### src/rtl/text_entry_buffer.sv
// text_entry_buffer
//
// Keyboard line-entry buffer. Holds DEPTH character slots plus an edit cursor
// and accepts edit keys from the ASCII key decoder. ENTER commits the line:
// the buffer streams it out one character per valid/ready handshake, then
// clears itself and returns to editing.
//
// Build option:
//   TEXT_ENTRY_INSERT_EN  - when defined, writes insert at the cursor (tail
//                           shifts right) and backspace closes the gap (tail
//                           shifts left). When undefined, writes overwrite the
//                           slot at the cursor and backspace blanks one slot.
//
// Ports:
//   clk           system clock
//   resetn        asynchronous active-low reset
//   load          edit enable; keys are ignored while low
//   char_valid    one-cycle strobe marking char_code as a new key
//   char_code     key code (0x12 LEFT, 0x14 RIGHT, 0x08 BACKSPACE, 0x0A ENTER,
//                 anything else is a character)
//   letters       buffer contents, slot 0 in bits [CHAR_W-1:0]
//   cursor        current edit slot
//   length        number of written slots
//   done_load     one-cycle pulse: a key was consumed
//   enter_pressed one-cycle pulse: ENTER was consumed
//   busy          high while the committed line is being streamed
//   out_char      streamed character
//   out_valid     out_char is valid
//   out_last      out_char is the final character of the line
//   out_ready     downstream accepts out_char

module text_entry_buffer #(
    parameter int                DEPTH     = 10,
    parameter int                CHAR_W    = 8,
    parameter logic [CHAR_W-1:0] FILL_CHAR = CHAR_W'(8'h20),
    parameter int                PTR_W     = $clog2(DEPTH + 1)
) (
    input  logic                    clk,
    input  logic                    resetn,
    input  logic                    load,
    input  logic                    char_valid,
    input  logic [CHAR_W-1:0]       char_code,
    output logic [DEPTH*CHAR_W-1:0] letters,
    output logic [PTR_W-1:0]        cursor,
    output logic [PTR_W-1:0]        length,
    output logic                    done_load,
    output logic                    enter_pressed,
    output logic                    busy,
    output logic [CHAR_W-1:0]       out_char,
    output logic                    out_valid,
    output logic                    out_last,
    input  logic                    out_ready
);

    localparam logic [CHAR_W-1:0] KEY_LEFT  = CHAR_W'(8'h12);
    localparam logic [CHAR_W-1:0] KEY_RIGHT = CHAR_W'(8'h14);
    localparam logic [CHAR_W-1:0] KEY_BKSP  = CHAR_W'(8'h08);
    localparam logic [CHAR_W-1:0] KEY_ENTER = CHAR_W'(8'h0A);

    localparam logic [PTR_W-1:0] LAST_SLOT = PTR_W'(DEPTH - 1);
    localparam logic [PTR_W-1:0] FULL_LEN  = PTR_W'(DEPTH);
    localparam logic [PTR_W-1:0] ONE       = PTR_W'(1);

    typedef enum logic {
        S_EDIT   = 1'b0,
        S_STREAM = 1'b1
    } state_t;

    state_t            state_q, state_d;
    logic [CHAR_W-1:0] slots_q [DEPTH];
    logic [CHAR_W-1:0] slots_d [DEPTH];
    logic [PTR_W-1:0]  cursor_q, cursor_d;
    logic [PTR_W-1:0]  length_q, length_d;
    logic [PTR_W-1:0]  idx_q, idx_d;
    logic              done_load_q, done_load_d;
    logic              enter_pressed_q, enter_pressed_d;
    logic              busy_q, busy_d;
    logic              out_valid_q, out_valid_d;
    logic              out_last_q, out_last_d;

    wire key_accept = load && char_valid;

    always_comb begin
        state_d         = state_q;
        cursor_d        = cursor_q;
        length_d        = length_q;
        idx_d           = idx_q;
        done_load_d     = 1'b0;
        enter_pressed_d = 1'b0;
        busy_d          = busy_q;
        out_valid_d     = out_valid_q;
        out_last_d      = out_last_q;
        for (int i = 0; i < DEPTH; i++) begin
            slots_d[i] = slots_q[i];
        end

        case (state_q)
            S_EDIT: begin
                if (key_accept) begin
                    done_load_d = 1'b1;
                    case (char_code)
                        KEY_LEFT: begin
                            if (cursor_q != '0) begin
                                cursor_d = cursor_q - ONE;
                            end
                        end

                        KEY_RIGHT: begin
                            if ((cursor_q < length_q) && (cursor_q < LAST_SLOT)) begin
                                cursor_d = cursor_q + ONE;
                            end
                        end

                        KEY_BKSP: begin
                            // At cursor 0 the key is still consumed (done_load) but edits nothing.
                            if (cursor_q != '0) begin
                                cursor_d = cursor_q - ONE;
`ifdef TEXT_ENTRY_INSERT_EN
                                // Close the gap: everything from the cursor moves one slot left.
                                for (int i = 0; i < DEPTH - 1; i++) begin
                                    if (PTR_W'(i) >= cursor_q - ONE) begin
                                        slots_d[i] = slots_q[i + 1];
                                    end
                                end
                                slots_d[DEPTH - 1] = FILL_CHAR;
                                length_d           = length_q - ONE;
`else
                                for (int i = 0; i < DEPTH; i++) begin
                                    if (PTR_W'(i) == cursor_q - ONE) begin
                                        slots_d[i] = FILL_CHAR;
                                    end
                                end
                                // Only erasing the tail character shortens the line.
                                if (cursor_q == length_q) begin
                                    length_d = length_q - ONE;
                                end
`endif
                            end
                        end

                        KEY_ENTER: begin
                            enter_pressed_d = 1'b1;
                            // An empty line is acknowledged but never streamed.
                            if (length_q != '0) begin
                                state_d = S_STREAM;
                                busy_d  = 1'b1;
                                idx_d   = '0;
                            end
                        end

                        default: begin
`ifdef TEXT_ENTRY_INSERT_EN
                            // Open a hole at the cursor; the old last slot falls off the end.
                            for (int i = 1; i < DEPTH; i++) begin
                                if (PTR_W'(i) > cursor_q) begin
                                    slots_d[i] = slots_q[i - 1];
                                end
                            end
                            if (length_q != FULL_LEN) begin
                                length_d = length_q + ONE;
                            end
`else
                            // Cursor never exceeds length, so only a write at the tail grows it.
                            if (cursor_q == length_q) begin
                                length_d = cursor_q + ONE;
                            end
`endif
                            for (int i = 0; i < DEPTH; i++) begin
                                if (PTR_W'(i) == cursor_q) begin
                                    slots_d[i] = char_code;
                                end
                            end
                            // The cursor parks on the last slot; further writes land there.
                            if (cursor_q != LAST_SLOT) begin
                                cursor_d = cursor_q + ONE;
                            end
                        end
                    endcase
                end
            end

            S_STREAM: begin
                // Keys are ignored here; load going low does not abort the stream.
                if (!out_valid_q) begin
                    out_valid_d = 1'b1;
                    out_last_d  = (idx_q == length_q - ONE);
                end else if (out_ready) begin
                    if (out_last_q) begin
                        for (int i = 0; i < DEPTH; i++) begin
                            slots_d[i] = FILL_CHAR;
                        end
                        cursor_d    = '0;
                        length_d    = '0;
                        idx_d       = '0;
                        out_valid_d = 1'b0;
                        out_last_d  = 1'b0;
                        busy_d      = 1'b0;
                        state_d     = S_EDIT;
                    end else begin
                        idx_d      = idx_q + ONE;
                        // Look ahead: the next index is last when idx+2 reaches length.
                        out_last_d = (idx_q + PTR_W'(2) == length_q);
                    end
                end
            end

            default: begin
                state_d = S_EDIT;
            end
        endcase
    end

    always_ff @(posedge clk or negedge resetn) begin
        if (!resetn) begin
            state_q         <= S_EDIT;
            cursor_q        <= '0;
            length_q        <= '0;
            idx_q           <= '0;
            done_load_q     <= 1'b0;
            enter_pressed_q <= 1'b0;
            busy_q          <= 1'b0;
            out_valid_q     <= 1'b0;
            out_last_q      <= 1'b0;
            for (int i = 0; i < DEPTH; i++) begin
                slots_q[i] <= FILL_CHAR;
            end
        end else begin
            state_q         <= state_d;
            cursor_q        <= cursor_d;
            length_q        <= length_d;
            idx_q           <= idx_d;
            done_load_q     <= done_load_d;
            enter_pressed_q <= enter_pressed_d;
            busy_q          <= busy_d;
            out_valid_q     <= out_valid_d;
            out_last_q      <= out_last_d;
            for (int i = 0; i < DEPTH; i++) begin
                slots_q[i] <= slots_d[i];
            end
        end
    end

    // Read-out mux written as a compare loop so the index width need not match the array size.
    always_comb begin
        out_char = FILL_CHAR;
        for (int i = 0; i < DEPTH; i++) begin
            if (PTR_W'(i) == idx_q) begin
                out_char = slots_q[i];
            end
        end
    end

    always_comb begin
        letters = '0;
        for (int i = 0; i < DEPTH; i++) begin
            letters[i*CHAR_W +: CHAR_W] = slots_q[i];
        end
    end

    assign cursor        = cursor_q;
    assign length        = length_q;
    assign done_load     = done_load_q;
    assign enter_pressed = enter_pressed_q;
    assign busy          = busy_q;
    assign out_valid     = out_valid_q;
    assign out_last      = out_last_q;

endmodule

### config.mk
export PLATFORM = sky130hd
export DESIGN_NAME = text_entry_buffer
export DESIGN_NICKNAME = d
export VERILOG_FILES = /design/src/rtl/text_entry_buffer.sv
export SDC_FILE = /design/constraint.sdc
export NUM_CORES = 1
export LEC_CHECK = 0
export BUFFER_PORTS_ARGS = -buffer_cell sky130_fd_sc_hd__buf_2
export CAP_MARGIN = 20
export CORE_MARGIN = 5
export CORE_UTILIZATION = 61
export DETAILED_ROUTE_END_ITERATION = 16
export MAX_ROUTING_LAYER = met4
export PLACE_DENSITY = 0.95
export SYNTH_ARGS = -nofsm -noshare
export SYNTH_HDL_FRONTEND = slang
export SYNTH_SLANG_ARGS = --single-unit
### constraint.sdc
create_clock -name clk -period 4.76 [get_ports clk]
set_input_delay 0.476 -clock clk [delete_from_list [all_inputs] [get_ports clk]]
set_output_delay 0.476 -clock clk [all_outputs]
set_load 0.03 [all_outputs]
==> impl_metrics.env, run 1 <==
export IMPL_status="complete, no violations"
export IMPL_drc=0
export IMPL_start_util=0.620
export IMPL_hold_viol=0
export IMPL_cts_buffer_depth=2
export IMPL_synth_area_per_cell_um2=9.23
export IMPL_globalplace_congestion=0.941
export IMPL_cts_root_buf="clkbuf_8"
export IMPL_synth_area_mm2=0.00601
export IMPL_syn2layout_area_growth_pct=12.6
export IMPL_hold_path_class="input port to async pin"
export IMPL_synth_edf_count=0
export IMPL_n_antenna_cell=0
export IMPL_avgViaCountPerCell=7.01
export IMPL_grt_overflow_total=0
export IMPL_firstDrtPassIters=5
export IMPL_grt_max_degree=67
export IMPL_worst_pin_slew_ns=0.974
export IMPL_power_frac_seq=0.367
export IMPL_crit_fanout=13
export IMPL_reg2reg_depth=8
export IMPL_grt_antenna_before_repair=0
export IMPL_grt_pass1_vias=5942
export IMPL_setup_slack_ns=1.06
export IMPL_combPwrFrac=0.459
export IMPL_fp_row_count=36
export IMPL_max_cap_viol_count=0
export IMPL_cp_end_kind="primary output"
export IMPL_synth_seq_cells=98
export IMPL_drive_above_1_share=0.224
export IMPL_cp_required_ns=4.28
export IMPL_p_int_mw=1.65
export IMPL_pwr_share_clk=0.173
export IMPL_drtIter0Drc=831
export IMPL_final_util=0.698
export IMPL_dp_cells=853
export IMPL_dieWidth_um=109
export IMPL_htreeDepth=3
export IMPL_path_class="register to primary output"
export IMPL_slew_viol_final=0
export IMPL_dp_slack_ns=1.33
export IMPL_timing_hold_ws_ns=0.0146
export IMPL_cts_hold_buf=0
export IMPL_arrival_ns=3.23
export IMPL_finalPower_mw=3.11
export IMPL_synth_distinct_cells=69
export IMPL_p_switching_mw=1.46
export IMPL_ir_drop_mv=0.410
export IMPL_coreArea_mm2=0.00968
export IMPL_clk_latency_ns=0.39
export IMPL_relSlewSlack=0.346
export IMPL_numCtsBuffers=9
export IMPL_routedWlPerCell_um=22.9
export IMPL_post_route_period_util=0.778
export IMPL_num_nets_final=758
export IMPL_crit_start="idx_q[1]"
export IMPL_cts_tree="yes"
export IMPL_track_usage=0.351
export IMPL_r2r_end="letters[28]"
export IMPL_vias=6092
export IMPL_wirelength_mm=19.9
export IMPL_fill_cells=727
export IMPL_post_dp_hpwl_mm=14.2
export IMPL_die_h_um=109
export IMPL_setup_viol=0
export IMPL_syn_nets=678
export IMPL_async_flop_share=1.00
export IMPL_antenna_left=0
export IMPL_startpoint_type="register"
export IMPL_grt_pass1_wl_mm=31.5
export IMPL_reg2reg_slack_ns=1.50
export IMPL_p_leak_nw=2.95
export IMPL_fin_cells=869
export IMPL_postCtsResizedCells=0
export IMPL_period_needed_ns=3.70
export IMPL_postCtsSetupBuffers=0
export IMPL_powerDensity_mw_per_mm2=460
export IMPL_tns_ns=0
export IMPL_numPortBuffers=113
export IMPL_fin_worst_skew_ns=0.0134
export IMPL_clock_sinks=98
export IMPL_dieArea_mm2=0.0119
export IMPL_max_freq_ghz=0.270
export IMPL_swShare=0.469
export IMPL_r2r_start="cursor[0]"
export IMPL_synth_top_flop_cell="dfrtp_1"
export IMPL_io_pins=114
export IMPL_final_area_mm2=0.00676
export IMPL_synth_yosys_seq_area_share=0.410
export IMPL_ys_warn_count=0
export IMPL_syn_inst=651
export IMPL_grt_setup_unrepaired="no"
export IMPL_place_area_mm2=0.00657
export IMPL_clk_pin_slew_ns=0.10
==> power groups by stage <==
stage          registers, mW  logic, mW  clock network, mW
2_1_floorplan           1.32      0.797                  0
3_3_place_gp            1.14       1.33                  0
3_5_place_dp            1.15       1.39                  0
4_1_cts                 1.13       1.40              0.542
5_1_grt                 1.16       1.51              0.575
6_report                1.14       1.43              0.540
==> worst max path at each step <==
| stage | slack (ns) | to | cells after the start |
|---|---|---|---|
| after floorplan | 1.91 | out_char[0] | 8 |
| after global placement | 1.48 | letters[70] | 7 |
| after detailed placement | 1.33 | letters[70] | 7 |
| after CTS | 1.15 | out_char[3] | 9 |
| after global routing | 0.91 | out_char[3] | 9 |
| final | 1.06 | out_char[3] | 9 |
==> logic make-up after synthesis <==
family,count (synthesis),share of synthesized area
mux,3,0.00521
buf+inv,74,0.0517
compound gates,222,0.281
flops,98,0.410
simple gates,226,0.202
fa+ha+maj,14,0.0292
xor+xnor,14,0.0204
==> cells in the final DEF (no fill, tap or decap), types with 15 or more instances in the layout <==
cell      netlist  routed
buf_2          11     112
dfrtp_1        88      88
nand2_1        77      77
nand3_1        41      41
inv_1          25      25
a22oi_1        23      23
a21oi_1        23      23
a221o_1        23      23
o211ai_1       22      22
o21ai_1        19      20
o21ai_0        19      18
nor3b_1        17      17
nor2_1         16      15
==> layer usage <==
layer  routed length (um)  global-route usage  up-vias
met3                 2460              0.0740       91
met5                    0                   -        -
met1                 7510               0.457     2894
met4                  736               0.149        0
met2                 9220               0.536      490
li1                     -                   -     2617
==> cell usage after synthesis (11+ instances only) <==
cell	instances	share of area
a21o_1	12	0.015
nand2_1	77	0.048
a21oi_1	23	0.019
and3_1	11	0.011
ha_1	14	0.029
nor3b_1	17	0.021
o211ai_1	22	0.027
a221o_1	23	0.038
o21ai_0	19	0.016
a22o_1	14	0.020
dfrtp_1	88	0.37
nor2_1	16	0.010
o21ai_1	19	0.016
a22oi_1	23	0.029
inv_1	25	0.016
clkbuf_1	34	0.021
nor2b_1	14	0.015
nor3_1	14	0.012
buf_2	11	0.0092
nand3_1	41	0.034
==> area by class of cell <==
cell class | count | area (um^2) | area share
Timing Repair Buffer | 118 | 606 | 0.0895
Inverter | 25 | 93.8 | 0.0139
Clock inverter | 7 | 70.1 | 0.0104
Multi-Input combinational cell | 479 | 3240 | 0.479
Sequential cell | 98 | 2460 | 0.364
Tap cell | 133 | 166 | 0.0246
Clock buffer | 9 | 124 | 0.0183
==> state kept, by name (all words and copies together), names as in the netlist <==
register / cells
cursor: 4
enter_pressed: 1
length: 4
out_last: 1
out_valid: 1
letters: 80
done_load: 1
idx_q: 4
state_q: 1
busy: 1
==> critical path, stage by stage (launching register included) <==
cell and delay (ns):
dfrtp_1 0.48, inv_1 0.12, ha_1 0.37, nor2b_1 0.63, a22oi_1 0.13, o21ai_0 0.31
a221o_1 0.20, a221oi_1 0.08, a211oi_1 0.26, buf_2 0.26
No activity file was read; power rests on OpenSTA's default activity.
==> inputs of run 2 (changes only) <==
--- a/config.mk
+++ b/config.mk
@@ -8,10 +8,10 @@
 export BUFFER_PORTS_ARGS = -buffer_cell sky130_fd_sc_hd__buf_2
 export CAP_MARGIN = 20
 export CORE_MARGIN = 5
-export CORE_UTILIZATION = 61
+export CORE_UTILIZATION = 56
 export DETAILED_ROUTE_END_ITERATION = 16
 export MAX_ROUTING_LAYER = met4
-export PLACE_DENSITY = 0.95
+export PLACE_DENSITY = 0.92
 export SYNTH_ARGS = -nofsm -noshare
 export SYNTH_HDL_FRONTEND = slang
 export SYNTH_SLANG_ARGS = --single-unit
==> constraint.sdc (replaced) <==
create_clock -name clk -period 3.62 [get_ports clk]
set_input_delay 0.362 -clock clk [delete_from_list [all_inputs] [get_ports clk]]
set_output_delay 0.362 -clock clk [all_outputs]
set_load 0.03 [all_outputs]
==> run 2 against run 1 <==
Net effect: the flow now finishes with violations (negative hold slack); die area grew 8.1%; clock skew decreased by 0.0037 ns; critical path type unchanged; largest power group unchanged; worst setup slack got worse by 0.83 ns; design area grew 0.74%; clock power up 23%; sequential share of layout area decreased by 0.27 points; cell count up 1.3%; critical endpoint is now out_char[6]; routed wire length is 2.4% lower.
==> impl_metrics.env, run 2 (synthesis results as in run 1) <==
export IMPL_grt_max_degree=50
export IMPL_fin_worst_skew_ns=0.00965
export IMPL_fin_cells=880
export IMPL_drc=0
export IMPL_cp_end_kind="primary output"
export IMPL_worst_pin_slew_ns=0.856
export IMPL_period_needed_ns=3.39
export IMPL_hold_viol=7
export IMPL_vias=6020
export IMPL_grt_antenna_before_repair=0
export IMPL_path_class="register to primary output"
export IMPL_dieArea_mm2=0.0129
export IMPL_fp_row_count=37
export IMPL_syn2layout_area_growth_pct=13.4
export IMPL_drive_above_1_share=0.233
export IMPL_clock_sinks=98
export IMPL_start_util=0.577
export IMPL_setup_slack_ns=0.229
export IMPL_setup_viol=0
export IMPL_crit_fanout=8
export IMPL_layout_common_cells="buf_2 (112), dfrtp_1 (88), nand2_1 (77)"
export IMPL_final_common_cell="buf_2"
export IMPL_globalplace_congestion=0.978
export IMPL_dp_slack_ns=0.459
export IMPL_grt_pass1_wl_mm=31.1
export IMPL_slew_viol_final=0
export IMPL_fill_cells=847
export IMPL_wirelength_mm=19.4
export IMPL_htreeDepth=3
export IMPL_grt_setup_unrepaired="no"
export IMPL_relSlewSlack=0.425
export IMPL_routedWlPerCell_um=22.1
export IMPL_path_cells="inv_1 -> ha_1 -> nor2b_2 -> a22oi_1 -> o21ai_0 -> a221o_1 -> a221oi_1 -> a211oi_1 -> buf_2"
export IMPL_num_nets_final=766
export IMPL_dieWidth_um=114
export IMPL_crit_family="compound AO/OA/AOI/OAI gates"
export IMPL_hold_path_class="input port to async pin"
export IMPL_io_pins=114
export IMPL_startpoint_type="register"
export IMPL_arrival_ns=3.03
export IMPL_critPathBufInv=2
export IMPL_numCtsBuffers=9
export IMPL_track_usage=0.311
export IMPL_cts_root_buf="clkbuf_8"
export IMPL_antenna_left=0
export IMPL_timing_hold_ws_ns=-0.00245
export IMPL_crit_path_top_delay_cell="dfrtp_1"
export IMPL_drtIter0Drc=1001
export IMPL_critPathMaxStageDelay_ns=0.49
export IMPL_ir_drop_mv=0.518
export IMPL_dp_cells=864
export IMPL_clk_pin_slew_ns=0.10
export IMPL_violations="negative hold slack"
export IMPL_cts_tree="yes"
export IMPL_n_antenna_cell=0
export IMPL_powerDensity_mw_per_mm2=590
export IMPL_clk_latency_ns=0.37
export IMPL_grt_overflow_total=0
export IMPL_post_dp_hpwl_mm=14.2
export IMPL_numPortBuffers=113
export IMPL_coreArea_mm2=0.0104
export IMPL_cp_required_ns=3.26
export IMPL_final_util=0.654
export IMPL_max_cap_viol_count=0
export IMPL_grt_pass1_vias=5742
export IMPL_post_route_period_util=0.937
export IMPL_postCtsSetupBuffers=0
export IMPL_p_leak_nw=2.97
export IMPL_largest_reg_flops=80
export IMPL_tns_ns=0
export IMPL_avgViaCountPerCell=6.84
export IMPL_cts_buffer_depth=2
export IMPL_status="finished, violations left"
export IMPL_die_h_um=114
export IMPL_max_freq_ghz=0.295
export IMPL_firstDrtPassIters=6
-- run 2: what timing repair did --
action / 4_1_cts / 5_1_grt
setup endpoints to repair: 0 / 7
hold buffers: 0 / 0
resized for setup: 0 / 2
-- run 2: where the power goes --
part | switching [mW] | leakage [nW] | total [mW] | internal [mW]
combinational | 1.21 | 1.82 | 1.86 | 0.651
clock | 0.394 | 0.0866 | 0.665 | 0.271
sequential | 0.233 | 1.07 | 1.49 | 1.26
total | 1.84 | 2.97 | 4.02 | 2.18
-- run 2: layout make-up --
type,count,area [um^2],area share
Tap cell,136,170,0.0250
Timing Repair Buffer,126,666,0.0977
Clock buffer,12,145,0.0213
Inverter,25,93.8,0.0138
Multi-Input combinational cell,479,3240,0.476
Sequential cell,98,2460,0.362
Clock inverter,4,30.0,0.00441
-- run 2: path summary, 6_finish.rpt --
check / from / end / slack (ns) / cells after the start
worst min-delay path: resetn / idx_q[3] / -0.002 / 1
max in group asynchronous: resetn / letters[77] / 2.79 / 2
worst max-delay path: idx_q[1] / out_char[6] / 0.23 / 9
worst max register to register: cursor[0] / letters[31] / 0.42 / 8
worst min register to register: letters[53] / letters[53] / 0.49 / 2
min in group clk: out_ready / idx_q[0] / 0.33 / 3
-- run 2: layer usage --
metal / global-route usage / vias to the layer above / wire length (um)
li1: - / 2633 / -
met1: 0.419 / 2917 / 7840
met2: 0.469 / 406 / 8770
met3: 0.0748 / 64 / 2290
met4: 0.0913 / 0 / 536
met5: - / - / 0
-- run 2: metrics by stage --
stage | power [mW] | area (um^2)
final | 4.02 | 6810
after global routing | 4.23 | 6810
after CTS | 4.00 | 6810
after detailed placement | 3.33 | 6630
after global placement | 3.27 | 6630
after floorplan | 2.78 | 6010
-- run 2: worst register-to-register path, cell delays in order (launching register included) --
cell and delay [ns]:
dfrtp_1 0.49, inv_1 0.18, ha_1 0.36, nor3b_1 0.50, nand3b_1 0.21, a31oi_4 0.57, nor3_2 0.15, o21ai_1 0.47
a22o_1 0.23
